### config.mk
export PLATFORM = sky130hd
export DESIGN_NAME = cpu_control_logic
export DESIGN_NICKNAME = d
export VERILOG_FILES = /design/src/rtl/cpu_control_logic.sv
export SDC_FILE = /design/constraint.sdc
export NUM_CORES = 1
export LEC_CHECK = 0
export ABC_CLOCK_PERIOD_IN_PS = 1400
export CELL_PAD_IN_SITES_DETAIL_PLACEMENT = 1
export CELL_PAD_IN_SITES_GLOBAL_PLACEMENT = 1
export CORE_UTILIZATION = 10
export CTS_CLUSTER_SIZE = 40
export DETAILED_ROUTE_END_ITERATION = 10
export MAX_ROUTING_LAYER = met4
export PLACE_DENSITY = 0.95
export RECOVER_POWER = 50
export SKIP_CTS_REPAIR_TIMING = 1
export SLEW_MARGIN = 0
export SYNTH_ARGS = -nofsm -noshare
export SYNTH_HDL_FRONTEND = slang
export SYNTH_SLANG_ARGS = --single-unit
export TNS_END_PERCENT = 1
### constraint.sdc
create_clock -name clk -period 1.4 [get_ports clk]
set_input_delay 0.42 -clock clk [delete_from_list [all_inputs] [get_ports clk]]
set_output_delay 0.42 -clock clk [all_outputs]
set_load 0.01 [all_outputs]
### src/rtl/cpu_control_logic.sv
// Hazard/control decode for a 3-stage RV32I pipeline: next-PC select, X-stage jump/branch flag,
// and MW->decode forwarding selects, gated by a 2-bit stage-valid tracker.
module cpu_control_logic (
  input  logic        clk,
  input  logic        rst,
  input  logic [31:0] inst_fd,
  input  logic [31:0] inst_x,
  input  logic [31:0] inst_mw,
  output logic [1:0]  pc_sel,
  output logic        is_j_or_b,
  output logic        wb2d_a,
  output logic        wb2d_b
);

  localparam logic [6:0] OP_R      = 7'b0110011;
  localparam logic [6:0] OP_IALU   = 7'b0010011;
  localparam logic [6:0] OP_LOAD   = 7'b0000011;
  localparam logic [6:0] OP_STORE  = 7'b0100011;
  localparam logic [6:0] OP_BRANCH = 7'b1100011;
  localparam logic [6:0] OP_JAL    = 7'b1101111;
  localparam logic [6:0] OP_JALR   = 7'b1100111;
  localparam logic [6:0] OP_LUI    = 7'b0110111;
  localparam logic [6:0] OP_AUIPC  = 7'b0010111;
  localparam logic [6:0] OP_SYSTEM = 7'b1110011;

  localparam logic [1:0] PC_PLUS4 = 2'd0;
  localparam logic [1:0] PC_ALU   = 2'd1;
  localparam logic [1:0] PC_RESET = 2'd2;

  logic vld_x_q, vld_x_d;
  logic vld_mw_q, vld_mw_d;

  function automatic logic writes_rd(input logic [31:0] i);
    logic cls;
    case (i[6:0])
      OP_R, OP_IALU, OP_LOAD, OP_JAL, OP_JALR, OP_LUI, OP_AUIPC, OP_SYSTEM: cls = 1'b1;
      default: cls = 1'b0;
    endcase
    return cls && (i[11:7] != 5'd0);
  endfunction

  // CSR immediate forms (funct3[2]=1) carry a uimm in the rs1 field, not a register.
  function automatic logic uses_rs1(input logic [31:0] i);
    logic u;
    case (i[6:0])
      OP_R, OP_IALU, OP_LOAD, OP_STORE, OP_BRANCH, OP_JALR: u = 1'b1;
      OP_SYSTEM: u = ~i[14];
      default: u = 1'b0;
    endcase
    return u;
  endfunction

  function automatic logic uses_rs2(input logic [31:0] i);
    logic u;
    case (i[6:0])
      OP_R, OP_STORE, OP_BRANCH: u = 1'b1;
      default: u = 1'b0;
    endcase
    return u;
  endfunction

  always_comb begin
    vld_x_d  = ~rst;
    vld_mw_d = rst ? 1'b0 : vld_x_q;
  end

  always_ff @(posedge clk) begin
    vld_x_q  <= vld_x_d;
    vld_mw_q <= vld_mw_d;
  end

  logic mw_wr;
  logic x_jump;

  always_comb begin
    mw_wr     = vld_mw_q && writes_rd(inst_mw);
    wb2d_a    = mw_wr && uses_rs1(inst_fd) && (inst_mw[11:7] == inst_fd[19:15]);
    wb2d_b    = mw_wr && uses_rs2(inst_fd) && (inst_mw[11:7] == inst_fd[24:20]);
    x_jump    = vld_x_q && ((inst_x[6:0] == OP_JAL) || (inst_x[6:0] == OP_JALR));
    is_j_or_b = x_jump || (vld_x_q && (inst_x[6:0] == OP_BRANCH));
    // Conditional branches are resolved in the datapath, so only unconditional jumps steer the PC here.
    if (rst)         pc_sel = PC_RESET;
    else if (x_jump) pc_sel = PC_ALU;
    else             pc_sel = PC_PLUS4;
  end

endmodule

==> results by group, run 1 <==
Global routing
  – Initial antenna violation count: 0
  – Vias in the first global route: 619
  – Global Route Usage Sum: between 10 and 15%
  – Global-route wire length before repair: 2480 µm
  – Largest net degree at the start of global routing: 4
  – Total global routing overflow: 0

Yosys
  – Largest family of logic cells by synthesized area: simple AND/OR/NAND/NOR gates
  – Simple-Gate Fraction of Synth Area: between 30% and 40%
  – Mapped Cells: 43
  – Ys Warns: 0
  – Synth unique cells: 19
  – Synth Area per Inst: 7.16 µm²
  – Post-Synth Adder-Cell Area: 0%
  – Mapped cell area: roughly 310 µm²
  – Number of synthesized flops with an enable pin: 0
  – Share of the synthesized area in compound gates (AO/OA/AOI/OAI): 9.76%
  – Synth area leaders: xnor2_1 (20%), dfxtp_1 (13%), xor2_1 (11%), nor3_1 (8.1%), nand4_1 (6.1%)
  – Net count after synthesis: 141
  – Number of synthesized register bits: 2
  – Top-count cell post-synth: xnor2_1
  – Synth top cells by count: xnor2_1 (7), nor3_1 (5), xor2_1 (4)
  – Area share of the largest cell type after synthesis: approximately 20%
  – Async SR Flop Fraction: 0%
  – Post-synthesis xor/xnor area fraction: between 30% and 40%
  – Multiplexer share of the synthesized area: 0%
  – Sequential share of the synthesized area: 13.0%
  – Cell taking the most area after synthesis: xnor2_1
  – Top_reg_cell synth: dfxtp_1

Route
  – Post-route ant nets: 0
  – Post-detailed-routing wire length: ~1700 µm
  – Iter 0 DRT Violations: 14
  – Avg Vias per Cell: between 4 and 5
  – Remaining DRCs: 5
  – Pre-antenna DRT Iters: 7
  – Vias: approximately 530
  – DR WL/cell: between 10 and 15 µm

Placed design
  – # placed instances: 121
  – Final GP Congestion: between 0.7 and 0.8
  – DP HPWL: about 1500 µm
  – Pre-CTS WS: -1170 ps
  – IO buf count: between 40 and 50

Timing
  – Final worst-path cycle share: 141%
  – Worst Clk Skew: 1.32 ps
  – Final Hold Fails: 0
  – Crit path time final: approximately 2000 ps
  – Slew margin rel.: about four fifths
  – RSZ-0062 raised after global routing: yes
  – Worst-margin pin slew: between 200 and 300 ps
  – # setup viols final: 4
  – Fmax: between 500 and 600 MHz
  – Setup WS post-layout: -577 ps
  – Slew Limit Fails: 0

Die
  – I/O pin count: ~100
  – Area of the die: 3300 µm²
  – Initial Util: 10.9%
  – Row cnt: 19
  – Die Wd: between 50 and 60 µm
  – Die Y: roughly 57 µm
  – Core area: around 2800 µm²

Worst setup path
  – Crit. End Element: primary output
  – R2R Setup Slk: between 800 and 900 ps
  – Reg2reg start: vld_x_q
  – WP data arrival: about 1600 ps
  – Critical Path RT: 980 ps
  – Startpoint Class: input port
  – Depth of the most critical reg-to-reg path: 1
  – Crit-path max FO: 3
  – R2R Path End: vld_mw_q
  – CP Class: input port to primary output

Run status
  – Status: finished with violations
  – Violated checks: DRC, setup timing

Power
  – Static Leak: approximately 0.55 nW
  – Max IR drop VDD: between 0.2 and 0.3 mV
  – PwrDens: 417 nW/µm²

CTS
  – CTS max path bufs: 2
  – Sinks on Clock Net: 2
  – Worst skew pair latency: 220 ps
  – Clk root buf: clkbuf_4
  – Clock-pin slew on the worst setup and hold paths: 30 ps
  – TritonCTS clock tree: done
  – Clock buffer count from CTS: 3
  – Max H-tree Level: 1

Finish
  – Final Util: 31.5%
  – Net count, final: 194
  – Ant diodes: 0
  – Non-Filler Instances: about 130
  – Layout cells sized above 1: a little under a fifth
  – Area grow syn2layout: 189%

Worst hold path
  – Hold Crit Class: flip-flop to flip-flop
  – Hold Path Cell Cnt: 1
  – Hold path startpoint: vld_x_q
  – Worst Hold End: vld_mw_q

Flow run
  – MaxCap Viol Count: 0
-- cells in the final DEF, fill, tap and decap left out --
master / instances
dlymetal6s2s_1: 24
clkdlybuf4s50_1: 14
xnor2_1: 7
buf_4: 5
xor2_1: 4
buf_2: 4
inv_1: 3
nor3_1: 3
nand2_1: 3
nand4_1: 3
clkbuf_4: 3
nand2b_1: 2
nor2_1: 2
a21oi_1: 2
and4b_1: 1
nand3_2: 1
o21ai_0: 1
nor3b_2: 1
a22o_1: 1
a31oi_1: 1
nand3_1: 1
nor3_4: 1
nand4b_1: 1
nor3_2: 1
nor2b_1: 1
clkbuf_2: 1
clkbuf_1: 1
dfxtp_2: 1
dfxtp_1: 1
-- final cells by class --
class                           count  area (µm²)
Clock buffer                        3        22.5
Multi-Input combinational cell     37         270
Timing Repair Buffer               49         507
Inverter                            3        11.3
Fill cell                         336        1940
Tap cell                           31        38.8
Sequential cell                     2        41.3
-- logic make-up (layout without fill, tap and decap cells) --
| group | Yosys count | count (layout) |
|---|---|---|
| buffers and inverters | 4 | 55 |
| flip-flops | 2 | 2 |
| XOR/XNOR | 11 | 11 |
| AO/OA/AOI/OAI | 5 | 5 |
| AND/OR/NAND/NOR | 21 | 21 |
-- sequential cells by signal (all words and copies together), names as in the netlist --
register and flops:
vld_mw_q 1, vld_x_q 1
-- critical path, stage by stage --
cell	delay [ps]
dlymetal6s2s_1	160
xor2_1	180
a22o_1	140
nand4_1	160
buf_4	200
nor3_4	160
buf_2	150
-- power by group --
group | leakage (nW) | switching (mW) | total (mW) | internal (mW)
clock network | 0.0138 | 0.0338 | 0.128 | 0.0946
registers | 0.0170 | 0.00173 | 0.0626 | 0.0609
logic | 0.516 | 0.0597 | 0.180 | 0.121
total | 0.547 | 0.0952 | 0.372 | 0.276
-- routing by layer --
| metal | vias to the layer above | global-route usage [%] | wire length [µm] |
|---|---|---|---|
| met4 | 0 | 9.06 | 21 |
| met5 | - | - | 0 |
| met1 | 228 | 8.99 | 525 |
| li1 | 253 | - | - |
| met3 | 2 | 2.49 | 248 |
| met2 | 46 | 19.6 | 895 |
-- per-stage QoR --
step	power, mW	area [µm²]	TNS [ps]	hold slack (ps)
floorplan	0.111	318	-119	430
global placement	0.245	817	-4420	468
detailed placement	0.255	817	-4630	487
CTS	0.392	840	-4660	491
global route	0.390	891	-1750	506
finish	0.372	891	-1510	480
-- worst max-delay path by stage --
stage	start	endpoint	slack (ps)	cells past startpoint
after CTS	inst_mw[9]	wb2d_a	-1180	6
after global routing	inst_mw[6]	wb2d_a	-660	7
after global placement	inst_mw[6]	wb2d_a	-1080	6
after floorplan	inst_mw[9]	wb2d_a	-80	4
after detailed placement	inst_mw[9]	wb2d_a	-1170	6
final	inst_mw[6]	wb2d_a	-580	7
Note: power is estimated with default switching activity, not from simulation.
==> run 2, diff against run 1 <==
--- a/config.mk
+++ b/config.mk
@@ -5,12 +5,13 @@
 export SDC_FILE = /design/constraint.sdc
 export NUM_CORES = 1
 export LEC_CHECK = 0
-export ABC_CLOCK_PERIOD_IN_PS = 1400
+export ABC_CLOCK_PERIOD_IN_PS = 2200
 export CELL_PAD_IN_SITES_DETAIL_PLACEMENT = 1
 export CELL_PAD_IN_SITES_GLOBAL_PLACEMENT = 1
 export CORE_UTILIZATION = 10
 export CTS_CLUSTER_SIZE = 40
 export DETAILED_ROUTE_END_ITERATION = 10
+export GPL_ROUTABILITY_DRIVEN = 0
 export MAX_ROUTING_LAYER = met4
 export PLACE_DENSITY = 0.95
 export RECOVER_POWER = 50
==> constraint.sdc (replaced) <==
create_clock -name clk -period 2.2 [get_ports clk]
set_input_delay 0.66 -clock clk [delete_from_list [all_inputs] [get_ports clk]]
set_output_delay 0.66 -clock clk [all_outputs]
set_load 0.01 [all_outputs]
==> run 2 against run 1 <==
Effect of this change:
- the flow still finishes with violations (DRC, setup timing)
- sequential share of layout area is 0.12 points lower
- sequential power is 37% lower
- flip-flop and latch count stayed put
- first-iteration DRC count is 71% higher
- critical path depth is 2 lower
- cell area is 0.42% lower
- hold slack worse by 5.6 ps
- clock power is 37% lower
- register-to-register slack better by 820 ps
- largest cell class unchanged
==> results by group, run 2 (same netlist as run 1, synthesis figures left out) <==
Route
  – Post-detailed-routing wire length: 1540 µm (-8.7%)
  – Avg Vias per Cell: 4.13 (-2.4%)
  – Pre-antenna DRT Iters: 7 (unchanged)
  – Iter 0 DRT Violations: 24 (+10)
  – Vias: 500 (-5.5%)
  – Remaining DRCs: 4 (-1)
  – Post-route ant nets: 0 (unchanged)
  – DR WL/cell: 12.8 µm (-5.7%)

Flow run
  – MaxCap Viol Count: 0 (unchanged)

Worst setup path
  – Depth of the most critical reg-to-reg path: 1 (unchanged)
  – Crit. End Element: primary output
  – Critical Path Stages: 5 (-2)
  – Reg2reg start: vld_x_q
  – Launch point of the worst path: inst_fd[22]
  – Max incr delay on CP: 480 ps (+280 ps)
  – Delay-heaviest family, CP: buffers and inverters
  – R2R Path End: vld_mw_q
  – R2R Setup Slk: 1670 ps (+820 ps)
  – CP max stage cell: clkdlybuf4s50_1
  – Crit-path max FO: 1 (-2)
  – CP Class: input port to primary output
  – Buf+Inv Stages, Crit Path: 2 (-1)
  – Critical path, cell by cell: clkdlybuf4s50_1, xnor2_1, nand4_1, nor3_2, buf_2
  – Startpoint Class: input port
  – WP data arrival: 1740 ps (+180 ps)
  – Critical Path RT: 1540 ps (+560 ps)

Global routing
  – Global Route Usage Sum: 9.84% (-0.87 points)
  – Vias in the first global route: 596 (-3.7%)
  – Largest net degree at the start of global routing: 4 (unchanged)
  – Initial antenna violation count: 0 (unchanged)
  – Total global routing overflow: 0 (unchanged)
  – Global-route wire length before repair: 2370 µm (-4.8%)

Finish
  – Net count, final: 190 (-2.1%)
  – Finished Cell Area: 887 µm² (-0.42%)
  – Most frequent cells in the layout: dlymetal6s2s_1 (23), clkdlybuf4s50_1 (15), xnor2_1 (5), xor2_1 (4)
  – Ant diodes: 0 (unchanged)
  – Layout cells sized above 1: 20.0% (+0.85 points)
  – Non-Filler Instances: 121 (-3.2%)
  – Leading cell type in the layout, fill and taps excluded: dlymetal6s2s_1
  – Final Util: 31.4% (-0.13 points)
  – Area grow syn2layout: 188%
  – Largest regs: vld_mw_q (1), vld_x_q (1)

Worst hold path
  – Worst Hold End: vld_mw_q
  – Hold Path Cell Cnt: 1 (unchanged)
  – Hold Crit Class: flip-flop to flip-flop
  – Hold path startpoint: vld_x_q

Placed design
  – DP Area: 785 µm² (-4.0%)
  – DP HPWL: 1360 µm (-6.2%)
  – # placed instances: 118 (-2.5%)
  – Pre-CTS WS: -843 ps (+327 ps)
  – IO buf count: 43 (unchanged)

Die
  – Area of the die: 3300 µm² (unchanged)
  – Die Y: 57.5 µm (unchanged)
  – Row cnt: 19 (unchanged)
  – Core area: 2830 µm² (unchanged)
  – I/O pin count: 103 (unchanged)
  – Die Wd: 57.5 µm (unchanged)
  – Initial Util: 10.9% (unchanged)

Timing
  – # setup viols final: 2 (-2)
  – Worst Clk Skew: 2.75 ps (+1.42 ps)
  – Slew Limit Fails: 0 (unchanged)
  – Setup TNS: -371 ps (+1140 ps)
  – Final worst-path cycle share: 109%
  – Worst-margin pin slew: 225 ps (-46.2 ps)
  – RSZ-0062 raised after global routing: yes
  – Final Hold Fails: 0 (unchanged)
  – Fmax: 418 MHz
  – Hold WS: 475 ps (-5.65 ps)
  – Setup WS post-layout: -195 ps (+382 ps)
  – Slew margin rel.: 84.9% (+3.1 points)
  – Crit path time final: ~2400 ps

Run status
  – Status: finished with violations
  – Violated checks: DRC, setup timing

CTS
  – CTS max path bufs: 2 (unchanged)
  – Worst skew pair latency: 220 ps (about the same)
  – Sinks on Clock Net: 2 (unchanged)
  – Clk root buf: clkbuf_4
  – Clock-pin slew on the worst setup and hold paths: 30 ps (about the same)
  – Clock buffer count from CTS: 3 (unchanged)
  – Max H-tree Level: 1 (unchanged)
  – TritonCTS clock tree: done

Power
  – Design Power: 0.236 mW (-36%)
  – Static Leak: 0.525 nW (-4.1%)
  – PwrDens: 267 nW/µm² (-36%)
  – Max IR drop VDD: 0.112 mV (-60%)
==> run 2: routing by layer <==
metal  GRT usage, %  vias to the layer above  part of all wire, %
li1               -                      245                    -
met3           1.81                        4                  9.2
met1           7.77                      222                   30
met2           19.9                       29                   59
met5              -                        -                    0
met4           6.27                        0                  1.6
==> run 2: worst max-delay path by stage <==
| stage | to | slack, ps |
|---|---|---|
| floorplan | wb2d_a | 190 |
| global placement | wb2d_a | -780 |
| detailed placement | wb2d_a | -840 |
| CTS | wb2d_a | -850 |
| global route | wb2d_a | -270 |
| finish | wb2d_b | -200 |
==> run 2: area by class of cell <==
| cell class | count | area, µm² |
|---|---|---|
| Inverter | 3 | 11.3 |
| Clock buffer | 3 | 22.5 |
| Fill cell | 341 | 1940 |
| Timing Repair Buffer | 45 | 483 |
| Multi-Input combinational cell | 37 | 292 |
| Sequential cell | 2 | 40.0 |
| Tap cell | 31 | 38.8 |
==> run 2: power by group <==
group | internal (mW) | switching (mW)
Sequential | 0.0385 | 0.000732
Clock | 0.0602 | 0.0207
Combinational | 0.0780 | 0.0383
Total | 0.177 | 0.0598
==> run 3, diff against run 2 <==
--- a/config.mk
+++ b/config.mk
@@ -9,6 +9,7 @@
 export CELL_PAD_IN_SITES_DETAIL_PLACEMENT = 1
 export CELL_PAD_IN_SITES_GLOBAL_PLACEMENT = 1
 export CORE_UTILIZATION = 10
+export CTS_CLUSTER_DIAMETER = 80
 export CTS_CLUSTER_SIZE = 40
 export DETAILED_ROUTE_END_ITERATION = 10
 export GPL_ROUTABILITY_DRIVEN = 0
==> results of run 3 <==
The final DEF is identical to that of run 2; final timing and power are the same.
